### src/rtl/trace_seq.sv
// ---------------------------------------------------------------------------
// trace_seq
// Generates per-instruction trace IDs and stage-entry strobes for the
// four-stage I/X/M/R pipeline so that a pipeline logger emits exactly one
// I, X and R record per instruction, even across stalls and branch flushes.
//
// Optional feature: define TRACE_FLUSH_LOG_EN to report instructions that
// are killed out of the I stage on kill_v/kill_id. Without the macro both
// outputs are tied to zero and no kill register exists.
//
// Every strobe and every stage ID is registered. A strobe is high for the
// single cycle after a valid entry moves into its stage. The stage ID keeps
// its last value while the stage is empty or holding.
// ---------------------------------------------------------------------------
module trace_seq #(
    parameter int ID_W = 32
) (
    input  logic            clk,
    input  logic            reset,
    input  logic            issue_valid,
    output logic            issue_ready,
    input  logic            stall,
    input  logic            flush,
    output logic            inst_v_i,
    output logic            inst_v_x,
    output logic            inst_v_m,
    output logic            inst_v_r,
    output logic [ID_W-1:0] ci,
    output logic [ID_W-1:0] cx,
    output logic [ID_W-1:0] cm,
    output logic [ID_W-1:0] cr,
    output logic            kill_v,
    output logic [ID_W-1:0] kill_id
);

    // Occupancy of I, X and M. R needs no separate valid bit: R always takes
    // M's contents, so an R entry lasts exactly one cycle and inst_v_r
    // serves as its valid flag.
    logic            v_i;
    logic            v_x;
    logic            v_m;
    logic [ID_W-1:0] next_id;
    logic            fire;

    // Fetch may only hand over an instruction when the pipe is advancing.
    assign issue_ready = !stall && !flush;
    assign fire        = issue_valid && issue_ready;

    // I stage: flush kills the resident entry, stall holds it, otherwise
    // I is refilled from fetch (or emptied) and the ID counter advances.
    always_ff @(posedge clk) begin
        if (reset) begin
            v_i      <= 1'b0;
            ci       <= '0;
            inst_v_i <= 1'b0;
            next_id  <= '0;
        end else begin
            inst_v_i <= fire;
            if (flush) begin
                v_i <= 1'b0;
            end else if (!stall) begin
                v_i <= fire;
                if (fire) begin
                    ci      <= next_id;
                    next_id <= next_id + ID_W'(1);
                end
            end
        end
    end

    // X stage: stall holds the entry (with or without flush), a lone flush
    // inserts a bubble, otherwise X takes whatever was in I.
    always_ff @(posedge clk) begin
        if (reset) begin
            v_x      <= 1'b0;
            cx       <= '0;
            inst_v_x <= 1'b0;
        end else if (stall) begin
            inst_v_x <= 1'b0;
        end else if (flush) begin
            v_x      <= 1'b0;
            inst_v_x <= 1'b0;
        end else begin
            v_x      <= v_i;
            inst_v_x <= v_i;
            if (v_i) begin
                cx <= ci;
            end
        end
    end

    // M stage: a stall sends a bubble into M. Otherwise M takes X, which
    // includes the branch itself when it resolves and flushes.
    always_ff @(posedge clk) begin
        if (reset) begin
            v_m      <= 1'b0;
            cm       <= '0;
            inst_v_m <= 1'b0;
        end else if (stall) begin
            v_m      <= 1'b0;
            inst_v_m <= 1'b0;
        end else begin
            v_m      <= v_x;
            inst_v_m <= v_x;
            if (v_x) begin
                cm <= cx;
            end
        end
    end

    // R stage: always drains M regardless of stall or flush.
    always_ff @(posedge clk) begin
        if (reset) begin
            cr       <= '0;
            inst_v_r <= 1'b0;
        end else begin
            inst_v_r <= v_m;
            if (v_m) begin
                cr <= cm;
            end
        end
    end

`ifdef TRACE_FLUSH_LOG_EN
    // Report the ID of an instruction killed out of I, one cycle after the
    // flush. A flush of an empty I stage kills nothing.
    always_ff @(posedge clk) begin
        if (reset) begin
            kill_v  <= 1'b0;
            kill_id <= '0;
        end else begin
            kill_v <= flush && v_i;
            if (flush && v_i) begin
                kill_id <= ci;
            end
        end
    end
`else
    assign kill_v  = 1'b0;
    assign kill_id = '0;
`endif

endmodule
### config.mk
export PLATFORM = sky130hd
export DESIGN_NAME = trace_seq
export DESIGN_NICKNAME = d
export VERILOG_FILES = /design/src/rtl/trace_seq.sv
export SDC_FILE = /design/constraint.sdc
export NUM_CORES = 1
export LEC_CHECK = 0
export ABC_AREA = 0
export BUFFER_PORTS_ARGS = -buffer_cell sky130_fd_sc_hd__buf_2
export CAP_MARGIN = 25
export CORE_UTILIZATION = 47
export CTS_BUF_LIST = sky130_fd_sc_hd__clkbuf_4 sky130_fd_sc_hd__clkbuf_8
export CTS_CLUSTER_DIAMETER = 30
export DETAILED_ROUTE_END_ITERATION = 16
export PLACE_DENSITY = 0.85
export SETUP_SLACK_MARGIN = 0.3
export SLEW_MARGIN = 20
export SYNTH_ARGS = -nofsm -noshare
export SYNTH_HDL_FRONTEND = slang
export SYNTH_SLANG_ARGS = --single-unit
### constraint.sdc
create_clock -name clk -period 2.4 [get_ports clk]
set_clock_uncertainty 0.05 [all_clocks]
set_input_delay 0.36 -clock clk [delete_from_list [all_inputs] [get_ports clk]]
set_output_delay 0.36 -clock clk [all_outputs]
set_load 0.01 [all_outputs]
==> results of run 1 <==
==> flip-flops by register name, summed over array words and instances, names as in the netlist <==
register and cells:
ci 32, cm 32, cr 32, cx 32, inst_v_i 1, inst_v_r 1
inst_v_x 1, next_id 32, v_i 1, v_m 1, v_x 1
==> routing by layer <==
layer / part of all wire, % / track usage, %
met5: 0 / 0
met4: 3.0 / 8.97
met3: 5.3 / 4.20
met2: 47 / 32.1
met1: 45 / 27.4
==> final cells by class <==
cell class,instances,area (um2),area share [%]
well taps,176,220,2.90
repair buffers,157,880,11.6
flip-flops and latches,166,3350,44.2
multi-input cells,538,2760,36.4
inverters,5,18.8,0.248
clock buffers,22,278,3.66
clock inverters,9,80.1,1.06
==> path summary, 6_finish.rpt <==
check	from	cells after the start	endpoint	slack (ns)
worst min register to register	v_x	2	v_x	0.42
worst max register to register	next_id[0]	5	next_id[18]	0.38
worst max-delay path	stall	6	next_id[27]	0.36
worst min-delay path	flush	3	v_i	0.16
==> stage by stage <==
stage                     hold WS [ns]  utilization, %  TNS, ns  setup slack (ns)  std cells
after floorplan                  0.389               -        0             0.181        793
after global placement           0.401            53.6        0            0.0192       1036
after detailed placement         0.408            53.6  -0.0698           -0.0326       1036
after CTS                        0.138            56.4        0             0.228       1067
after global routing             0.148            57.2        0             0.270       1073
final                            0.162            57.2        0             0.361       1073
==> timing repair <==
action | 4_1_cts | 5_1_grt
gates cloned | 0 | 2
hold endpoints to repair | 0 | 0
buffers inserted | 0 | 4
pin swaps | 0 | 4
resized for setup | 4 | 24
setup endpoints to repair | 13 | 19
==> report_power, final <==
| part | total, W | internal (W) | switching, W |
|---|---|---|---|
| clock | 0.00183 | 0.000880 | 0.000946 |
| sequential | 0.00275 | 0.00275 | 0.00000351 |
| combinational | 0.000121 | 0.0000238 | 0.0000970 |
==> cells in the final DEF (no fill, tap or decap), drive strengths merged <==
cell	instances
nor4	2
buf	157
nand3	10
ha	1
nand4	6
clkinvlp	4
or2	1
and3	1
and2	3
and4	3
inv	5
o21ai	5
nand2b	1
or3b	1
o31ai	19
or3	5
nor3	3
nand2	210
nor3b	1
nor2b	2
clkinv	4
clkbuf	22
xnor2	5
or4	26
mux2i	33
xor2	2
bufinv	1
dfxtp	166
nor2	43
conb	33
a21oi	122
==> critical path: stages <==
cell and delay [ns]:
buf_2 0.11, or3b_1 0.52, or4_4 0.58, buf_6 0.16
or4_1 0.49, a21oi_2 0.13
==> logic make-up (layout without fill, tap and decap cells) <==
family | after synthesis | in the layout | share of synthesized area, %
muxes | 33 | 33 | 5.20
buffers and inverters | 91 | 193 | 7.48
adders and majority gates | 1 | 1 | 0.197
AOI/OAI and AO/OA | 146 | 146 | 12.2
other | 1 | 33 | 0.0590
DFF | 166 | 166 | 52.3
and+or+nand+nor | 316 | 318 | 21.6
xor gates and xnor gates | 7 | 7 | 0.964
==> run_results.csv, run 1 <==
group,metric,value,unit
yosys,synthesis.area,0.00636,mm2
die,io_pins,171,
yosys,synth.avg_cell_area,8.35,um2
place,postPlaceCellArea,0.00710,mm2
yosys,synth_ff_type,"dfxtp_1",
grt,grt_max_degree,63,
die,coreArea,0.0132,mm2
power_and_ir_drop,leakagePower,2.92,nW
critical_path,path_class,"primary input to register",
cts,cts_tree,"yes",
timing,worst_slew_pin_slew,0.648,ns
cts,clk_latency,0.43,ns
routing,dr.pass1.iters,6,
yosys,synthArstFlopShare,0,%
yosys,synth-edff-count,0,
outcome,status,"finished clean",
cts,clk_root_buffer_cell,"clkbuf_8",
flow_run,drv_cap,0,
cts,clkTransAtPathRegs,0.08,ns
grt,grt_overflow,0,
timing,rsz0062_at_grt,"true",
yosys,synth.distinct_cells,32,
die,dieArea,0.0140,mm2
timing,min_period,2.04,ns
place,routabilityCongestion,0.844,
timing,fmax,490,MHz
critical_path,startpoint_type,"primary input",
hold_path,hp-class,"primary input to register",
die,initial_core_util,48.0,%
yosys,synth_area_leaders,"dfxtp_1, nand2_1, a21oi_1",
cts,cts_buffer_depth,2,
yosys,synth-seq-cells,166,
power_and_ir_drop,vdd_ir_drop_max,0.000297,V
cells_and_area,n_antenna_cell,0,
cells_and_area,fillers,1138,
critical_path,crit_arrival,2.37,ns
cells_and_area,final_area,0.00758,mm2
routing,drt-total-wl,14700,um
grt,track_usage,20.5,%
die,die_w,118,um
yosys,synth.most_common_cell,"nand2_1",
cts,numCtsBuffers,17,
cells_and_area,drive_gt1_share,23.9,%
routing,num_vias,5538,
cts,cts_hold_buf,0,
die,die_h,118,um
critical_path,setup.worst_path.end_class,"register",
power_and_ir_drop,finalPower,0.00470,W
cts,h-tree-depth,4,
timing,setup_viol,0,
timing,report.final.slew_viol_count,0,
yosys,ys_warn_count,0,
grt,grt_pass1_vias,4605,
routing,drt-initial-drc-count,510,
routing,drc,0,
routing,ant_nets,0,
place,hpwl,9970,um
cells_and_area,area_growth,19.2,%
yosys,syn_inst,761,
grt,grt_pass1_wl,23300,um
yosys,yosys-top-cells-count,"nand2_1, dfxtp_1, a21oi_1",
cells_and_area,nets,891,
grt,antenna_found_initial,0,
cts,cts_num_sinks,166,
yosys,yosysTopAreaCell,"dfxtp_1",
yosys,synth_top_cell_area_share,52.3,%
timing,min_period_over_period,85.0,%
place,port_buffers,137,
timing,slew_headroom,56.8,%
critical_path,crit_path_max_fanout,16,
die,row_count,42,
routing,vias_per_cell,5.16,
critical_path,required,2.73,ns
power_and_ir_drop,power.density,620,mW/mm2
timing,hold_viol_final,0,
routing,wire_per_inst,13.7,um
yosys,ys_seq_area_share,52.3,%
No activity file was read; power rests on OpenSTA's default activity.
==> inputs of run 2 (changes only) <==
- ABC_AREA: 0 -> 1
- PLACE_DENSITY: 0.85 -> 0.84
- clock period: 2.4 -> 2.03 ns (I/O delays scaled with it)
==> run 2 against run 1 <==
Sequential share of layout area shrank 1.5 points. Worst setup slack gained 0.063 ns. Hold slack lost 0.049 ns. Critical path depth grew 3. Power grew 34%. Die area grew 3.4%. Wire length grew 10%. Sequential power grew 21%. Cell count grew 11%. Design area grew 2.7%.
==> run_results.csv, run 2 <==
group,metric,value,unit
grt,track_usage,22.6,%
place,dp.cells,1161,
grt,grt_pass1_vias,5155,
timing,setup_viol,0,
yosys,yosys-top-cells-count,"nor2_1, dfxtp_1, o21ai_0",
yosys,synth.most_common_cell,"nor2_1",
cells_and_area,final_cell_count_no_fill,1196,
routing,drt-initial-drc-count,700,
routing,num_vias,5987,
place,hpwl,11300,um
place,port_buffers,137,
timing,report.final.slew_viol_count,0,
yosys,synth.distinct_cells,28,
cts,h-tree-depth,4,
routing,ant_nets,0,
routing,drc,0,
outcome,status,"finished clean",
yosys,synthesis.area,0.00658,mm2
timing,whs,0.113,ns
yosys,yosysTopAreaCell,"dfxtp_1",
cts,numCtsBuffers,17,
timing,setup-tns-final,0,ns
yosys,synth_area_leaders,"dfxtp_1, nor2_1, o21ai_0",
critical_path,crit_arrival,1.96,ns
cts,clkTransAtPathRegs,0.09,ns
critical_path,required,2.38,ns
cells_and_area,final_cell_mix,"nor2_1, dfxtp_1, buf_2",
yosys,synth-edff-count,0,
cells_and_area,fillers,1244,
place,routabilityCongestion,0.890,
routing,vias_per_cell,5.01,
grt,grt_pass1_wl,26000,um
die,initial_core_util,48.9,%
yosys,synth.avg_cell_area,7.45,um2
critical_path,path_class,"register to register",
die,dieArea,0.0145,mm2
cts,cts_tree,"yes",
flow_run,drv_cap,0,
die,row_count,42,
cts,clk_root_buffer_cell,"clkbuf_8",
cells_and_area,drive_gt1_share,20.7,%
grt,grt_overflow,0,
yosys,ys_warn_count,0,
yosys,synth_top_cell_area_share,50.5,%
die,die_w,120,um
routing,drt-total-wl,16100,um
place,pre_cts_slack,0.248,ns
timing,min_period,1.61,ns
yosys,synth_ff_type,"dfxtp_1",
die,die_h,120,um
power_and_ir_drop,leakagePower,3.73,nW
hold_path,hp-class,"primary input to register",
cts,cts_buffer_depth,2,
cells_and_area,nets,1013,
timing,min_period_over_period,79.1,%
timing,hold_viol_final,0,
die,coreArea,0.0135,mm2
power_and_ir_drop,vdd_ir_drop_max,0.000423,V
cells_and_area,area_growth,18.4,%
cells_and_area,layout_commonest_cell,"nor2_1",
yosys,synthArstFlopShare,0,%
critical_path,startpoint_type,"register",
power_and_ir_drop,finalPower,0.00628,W
timing,fmax,622,MHz
critical_path,r2r_slack,0.42,ns
power_and_ir_drop,power.density,806,mW/mm2
yosys,syn_inst,883,
cts,cts_num_sinks,166,
grt,antenna_found_initial,0,
routing,dr.pass1.iters,5,
timing,worst_slack,0.424,ns
grt,grt_max_degree,75,
critical_path,setup.worst_path.end_class,"register",
critical_path,crit_path_max_fanout,8,
yosys,ys_seq_area_share,50.5,%
cells_and_area,n_antenna_cell,0,
cts,clk_latency,0.46,ns
die,io_pins,171,
yosys,synth-seq-cells,166,
routing,wire_per_inst,13.5,um
timing,rsz0062_at_grt,"false",
==> run 2: stage by stage <==
step	utilization [%]	area, um2
after floorplan	-	6700
after global placement	54.0	7260
after detailed placement	54.0	7260
after CTS	57.5	7730
after global routing	57.9	7790
final	57.9	7790
==> run 2: layout make-up <==
type                       instances  area [um2]  area share (%)
clock buffer                      17         234            3.00
timing repair buffer             150         831            10.7
sequential                       166        3320            42.7
clock inverter                    15         225            2.89
tap                              176         220            2.83
multi-input combinational        617        2740            35.2
inverter                          55         209            2.68
==> run 2: path summary, 6_finish.rpt <==
check | startpoint | to | cells after the start
max | next_id[1] | next_id[24] | 9
max reg2reg | next_id[1] | next_id[24] | 9
min | stall | v_x | 3
min reg2reg | v_x | v_x | 2
==> run 2: metal layers <==
layer  wire (um)  up-vias  track usage [%]
met5           0        -                0
met2        7480      203             34.9
met1        7340     2734             30.7
met3         909       33             4.15
met4         412        0             9.95
li1            -     3017                -
==> run 2: repair_timing <==
| action | CTS | global route |
|---|---|---|
| resized for setup | 0 | 5 |
| hold buffers | 1 | 0 |
| hold endpoints to repair | 1 | 0 |
| setup buffers | 0 | 1 |
| endpoints found under the setup margin | 0 | 7 |
==> run 2: kinds of logic (layout without fill, tap and decap cells) <==
logic type      count (synthesis)  in the layout  share of synthesized area (%)
xor+xnor                        1              1                          0.133
fa+ha+maj                       1              1                          0.190
flops                         166            166                           50.5
simple gates                  406            406                           25.7
compound gates                176            176                           13.5
buf+inv                       132            237                           9.91
other cells                     1             33                         0.0570
==> run 2: report_power, final <==
part / internal (W) / leakage (nW) / switching (W)
Clock: 0.00147 / 0.219 / 0.00122
Sequential: 0.00330 / 1.34 / 0.0000338
Combinational: 0.0000796 / 2.17 / 0.000179
==> run 2: worst max-delay path, cell delays in order (launching register included) <==
cell and delay (ns):
dfxtp_1 0.38, ha_1 0.19, inv_1 0.08, nor2_2 0.18
nand3_2 0.14, nor2_4 0.21, nand3_1 0.11, nand2_1 0.08
nand2_1 0.05, nor2_1 0.07
